## src/rtl/cp0_exc_ctrl.sv

```systemverilog
// CP0 exception/ERET sequencer: picks the highest-priority cause at MEM/WB, owns Status.EXL,
// pulses the EPC/Cause/BadVAddr commit, then flushes the pipe and redirects fetch.
module cp0_exc_ctrl #(
   parameter logic [31:0] EXC_VECTOR   = 32'hBFC0_0380,
   parameter int          FLUSH_CYCLES = 2
) (
   input  logic        clk,
   input  logic        rst,
   input  logic        mem_valid,
   input  logic [31:0] mem_PC,
   input  logic        mem_BD,
   input  logic [6:0]  mem_exc,
   input  logic [31:0] mem_badvaddr,
   input  logic        mem_eret,
   input  logic        int_pending,
   input  logic [31:0] cp0_EPC_data,
   output logic        exception,
   output logic        EXL,
   output logic        BD,
   output logic [31:0] exc_PC,
   output logic [4:0]  exc_code,
   output logic        badvaddr_we,
   output logic [31:0] badvaddr,
   output logic        flush,
   output logic        redirect_valid,
   output logic [31:0] redirect_PC
);

   typedef enum logic [1:0] {RUN, FLUSH, REDIR} state_t;

   localparam logic [2:0] LP_CNT_INIT = 3'(FLUSH_CYCLES);

   state_t      r_state;
   logic [2:0]  r_cnt;
   logic        r_exception, r_exl, r_bd, r_bwe, r_flush, r_rv;
   logic [31:0] r_exc_pc, r_badvaddr, r_redir_pc;
   logic [4:0]  r_code;

   logic        w_int, w_has_exc, w_accept, w_bwe;
   logic [4:0]  w_code;
   logic [31:0] w_bva;

   // Interrupts are only taken outside exception level.
   assign w_int     = int_pending && !r_exl;
   assign w_has_exc = w_int || (|mem_exc);
   assign w_accept  = (r_state == RUN) && mem_valid && (w_has_exc || mem_eret);

   always_comb begin
      w_code = 5'h00;
      w_bwe  = 1'b0;
      w_bva  = mem_badvaddr;
      if (w_int) begin
         w_code = 5'h00;
      end else if (mem_exc[0]) begin
         w_code = 5'h04;
         w_bwe  = 1'b1;
         w_bva  = mem_PC;
      end else if (mem_exc[1]) begin
         w_code = 5'h0A;
      end else if (mem_exc[2]) begin
         w_code = 5'h0C;
      end else if (mem_exc[3]) begin
         w_code = 5'h08;
      end else if (mem_exc[4]) begin
         w_code = 5'h09;
      end else if (mem_exc[5]) begin
         w_code = 5'h04;
         w_bwe  = 1'b1;
      end else if (mem_exc[6]) begin
         w_code = 5'h05;
         w_bwe  = 1'b1;
      end
   end

   always_ff @(posedge clk or posedge rst) begin
      if (rst) begin
         r_state     <= RUN;
         r_cnt       <= 3'd0;
         r_exception <= 1'b0;
         r_exl       <= 1'b0;
         r_bd        <= 1'b0;
         r_exc_pc    <= 32'h0;
         r_code      <= 5'h00;
         r_bwe       <= 1'b0;
         r_badvaddr  <= 32'h0;
         r_flush     <= 1'b0;
         r_rv        <= 1'b0;
         r_redir_pc  <= 32'h0;
      end else begin
         r_exception <= 1'b0;
         r_bwe       <= 1'b0;
         r_rv        <= 1'b0;
         case (r_state)
            RUN: begin
               if (w_accept) begin
                  r_state <= FLUSH;
                  r_cnt   <= LP_CNT_INIT;
                  r_flush <= 1'b1;
                  if (w_has_exc) begin
                     r_exception <= 1'b1;
                     r_exl       <= 1'b1;
                     r_bd        <= mem_BD;
                     r_exc_pc    <= mem_PC;
                     r_code      <= w_code;
                     r_bwe       <= w_bwe;
                     if (w_bwe)
                        r_badvaddr <= w_bva;
                     r_redir_pc  <= EXC_VECTOR;
                  end else begin
                     r_exl      <= 1'b0;
                     r_redir_pc <= cp0_EPC_data;
                  end
               end
            end
            FLUSH: begin
               r_cnt <= r_cnt - 3'd1;
               if (r_cnt == 3'd1) begin
                  r_state <= REDIR;
                  r_flush <= 1'b0;
                  r_rv    <= 1'b1;
               end
            end
            REDIR:   r_state <= RUN;
            default: r_state <= RUN;
         endcase
      end
   end

   assign exception      = r_exception;
   assign EXL            = r_exl;
   assign BD             = r_bd;
   assign exc_PC         = r_exc_pc;
   assign exc_code       = r_code;
   assign badvaddr_we    = r_bwe;
   assign badvaddr       = r_badvaddr;
   assign flush          = r_flush;
   assign redirect_valid = r_rv;
   assign redirect_PC    = r_redir_pc;

endmodule

```

## config.mk

```make
export PLATFORM = sky130hd
export DESIGN_NAME = cp0_exc_ctrl
export DESIGN_NICKNAME = d
export VERILOG_FILES = /design/src/rtl/cp0_exc_ctrl.sv
export SDC_FILE = /design/constraint.sdc
export NUM_CORES = 1
export LEC_CHECK = 0
export ABC_CLOCK_PERIOD_IN_PS = 4700
export CAP_MARGIN = 30
export CORE_MARGIN = 5
export CORE_UTILIZATION = 40
export CTS_BUF_LIST = sky130_fd_sc_hd__clkbuf_8 sky130_fd_sc_hd__clkbuf_16
export DETAILED_ROUTE_END_ITERATION = 6
export PLACE_DENSITY = 0.89
export SYNTH_ARGS = -nofsm -noshare
export SYNTH_HDL_FRONTEND = slang
export SYNTH_SLANG_ARGS = --single-unit
```

## constraint.sdc

```tcl
create_clock -name clk -period 4.7 [get_ports clk]
set_input_delay 0.47 -clock clk [delete_from_list [all_inputs] [get_ports clk]]
set_output_delay 0.47 -clock clk [all_outputs]
set_load 0.01 [all_outputs]
```

==> out/summary.txt <==
Outcome -> complete, no violations
Resized cells post-CTS -> 0
Switching power summed over all nets -> 0.00114 W
Mapped Nets -> 428
Cells taking the most area after synthesis -> dfrtp_1, mux2_2, a22o_1
Die outline width -> 118 um
Largest fanout on the critical path -> 23
WHS Endpoint -> exc_code[3]
Die area -> 13800 um^2
Vias in the first global route -> 3999
RR Startpoint -> EXL
Number of routed nets with antenna violations -> 0
Pre-antenna DRT Iters -> 5
Crit share post-route -> 0.614
First-pass GRT wire length -> 21.5 mm
Synth Cell Area -> 4640 um^2
Share of total power consumed by net switching -> 0.303
Post-route DRC violation count -> 0
Comb power frac -> 0.424
Count of non-filler cells in the finished layout -> 678
IO Pins -> 216
CP Data Required Time -> 4.87 ns
Clk pwr share -> 0.185
Path type of the worst setup path -> in2reg
Startpoint class of the critical path -> input port
Ordered list of cells on the worst path -> clkdlybuf4s50_1 -> or4_4 -> or4_4 -> o21ai_2 -> o21ai_0
Inst Count DP -> 663
Total number of clock tree sinks -> 111
Capture instance of the worst register-to-register path -> badvaddr[20]
GRT Util Overall -> 0.193
Final #Nets -> 642
Via density -> 5.12
Cell with the most instances after synthesis -> dfrtp_1
Unrepaired setup endpoints after global routing -> false
Clock insertion delay at the later pin of the skew report -> 0.35 ns
Initial drt markers -> 160
Avg Inst Size Synth -> 14.6 um^2
Max Slew Vio Count -> 0
Reg-to-reg slack, setup -> 2.35 ns
Relative slew margins -> 0.383
Sort of element at the end of the critical path -> flop
Height of the chip -> 118 um
Root buf cell -> clkbuf_16
Layout cells sized above 1 -> 0.239
Antenna violations before repair -> 0
Initial Utilization -> 0.408
ANT cells -> 0
Multi-input logic area -> 1730 um^2
Buffer levels on the longest clock path -> 2
Count of final hold-check violations -> 0
Arr. time, crit path -> 3.06 ns
CP max stage cell -> o21ai_2
Total Routed Length -> 13.2 mm
Number of flops mapped to enable cells by yosys -> 0
Weighted congestion at the end of routability-driven global placement -> 0.788
Number of warnings issued by yosys -> 0
Sequential group share of total power -> 0.391
Area Growth Syn to Fin -> 55.7%
Main flop type after synthesis -> dfrtp_1
Per-cell routed wire length -> 19.4 um
Endpoints failing setup -> 0
Sequential cell area -> 2780 um^2
Asr flop ratio synth -> 1.00
Reported leakage power -> 2.97 nW
Clock tree from TritonCTS -> yes
Crit-path most repeated cell -> or4_4
Setup total negative slack -> 0 ns
Post-synth top area cell -> dfrtp_1
Worst-case clock skew -> 0.00321 ns
Fmax -> 0.347 GHz
Hold Crit Start -> exc_code[3]
Number of storage elements in the synthesis netlist -> 111
Cell depth of the worst min-delay path -> 2
Residual overflow from global routing -> 0
IO buf count -> 214
Hold buffer count at cts -> 0
Total number of placement rows -> 39
Most common library cells after synthesis -> dfrtp_1, mux2_2, a22o_1
Highest cell delay on the worst timing path -> 0.73 ns
Maximum number of pins on one net before global-route repair -> 48
Post-CTS setup buffers -> 0
Top-area cell type share of the netlist area -> 0.599
Sequential fraction of the synthesis area -> 0.599
Hold Crit Class -> reg2reg
Number of distinct library cell variants in the gate-level netlist after synthesis -> 37
Placeable core area -> 11400 um^2
Slew at the pin with the worst max-slew slack -> 0.926 ns
Worst vdd rail ir drop -> 469 uV
CTS H-tree lvls -> 3
Cell count after synthesis -> 317
Number of buffers added by the clock tree synthesis step -> 9
Min Clock Period, post-route -> 2.89 ns
R2r worst-path depth -> 5
Filler cell count -> 867
Estimated wirelength of the detail-placed design -> 10.1 mm
Final core utilization -> 0.635
Number of vias in the routed layout -> 3468
Max-cap violations -> 0
Internal power consumption -> 0.00263 W
Post-CTS clock slew at the launch and capture registers of the worst setup and hold paths -> 0.07 ns
Power per unit of standard cell area -> 523 nW/um^2
sequential cells by signal, indices dropped and copies added (netlist names):
| signal | cells |
|---|---|
| BD | 1 |
| EXL | 1 |
| badvaddr | 32 |
| badvaddr_we | 1 |
| exc_PC | 32 |
| exc_code | 4 |
| exception | 1 |
| flush | 1 |
| r_cnt | 3 |
| r_state | 2 |
| redirect_PC | 32 |
| redirect_valid | 1 |
cells by family after synthesis:
group                    share of synthesized area
buffers and inverters                       0.0289
multiplexers                                 0.236
adder cells (fa/ha/maj)                    0.00540
flip-flops                                   0.599
other                                     0.000809
AO/OA/AOI/OAI                               0.0864
AND/OR/NAND/NOR                             0.0399
XOR/XNOR                                   0.00378
through the flow:
stage               hold slack, ns  power [W]  setup WS [ns]  cell area, um^2
finish                       0.485    0.00377           1.81             7220
global route                 0.520    0.00400           1.67             7220
CTS                          0.486    0.00383           1.80             7220
detailed placement           0.464    0.00311           1.43             6950
global placement             0.468    0.00304           1.38             6890
floorplan                    0.477    0.00220           1.30             4640
worst max-delay path by stage:
stage                          start               to  slack, ns  depth (start not counted)
final                     mem_exc[1]       r_state[0]       1.81                          5
after global routing      mem_exc[1]       r_state[0]       1.67                          5
after CTS                 mem_exc[1]       r_state[0]       1.80                          5
after detailed placement  mem_exc[1]       r_state[0]       1.43                          5
after global placement    mem_exc[1]  redirect_PC[19]       1.38                          5
after floorplan                  rst               BD       1.30                          1
routing by layer:
layer | GRT usage | routed length (um) | share of wire
met1 | 0.219 | 4960 | 0.38
met2 | 0.332 | 6830 | 0.52
met3 | 0.0894 | 1240 | 0.094
met4 | 0.0401 | 128 | 0.0097
met5 | 0 | 0 | 0
critical path: cells and delay by family:
kind	cells	cell delay, ns
AOI/OAI and AO/OA	2	0.94
buffers and inverters	1	0.49
and+or+nand+nor	2	1.15
final cells by class:
cell class,instances,share of cell area
Timing Repair Buffer,221,0.310
Tap cell,143,0.0248
Multi-Input combinational cell,182,0.240
Clock inverter,5,0.00364
Sequential cell,111,0.385
Clock buffer,10,0.0331
Inverter,6,0.00347
cell usage in the layout, fill, tap and decap left out, types with 2 or more instances in the layout:
| master | n |
|---|---|
| nand2_1 | 12 |
| o41ai_1 | 2 |
| mux2_1 | 2 |
| nor4_1 | 2 |
| o21ai_0 | 5 |
| nor2_1 | 3 |
| o22a_1 | 9 |
| ha_1 | 2 |
| dfrtp_1 | 111 |
| buf_16 | 2 |
| nor2b_1 | 3 |
| clkdlybuf4s50_1 | 214 |
| o22a_2 | 3 |
| and3_1 | 2 |
| nand3_1 | 2 |
| mux2_2 | 95 |
| clkinv_2 | 3 |
| inv_1 | 6 |
| nand2b_1 | 2 |
| a22o_1 | 20 |
| or4_4 | 2 |
| clkbuf_16 | 9 |
| buf_4 | 4 |
power by group through the flow:
stage          clock network (W)  logic [W]  registers, W
2_1_floorplan                  0   0.000581       0.00162
3_3_place_gp                   0    0.00157       0.00146
3_5_place_dp                   0    0.00162       0.00149
4_1_cts                 0.000718    0.00163       0.00148
5_1_grt                 0.000758    0.00172       0.00152
6_report                0.000700    0.00160       0.00147
No activity file was read; power rests on OpenSTA's default activity.
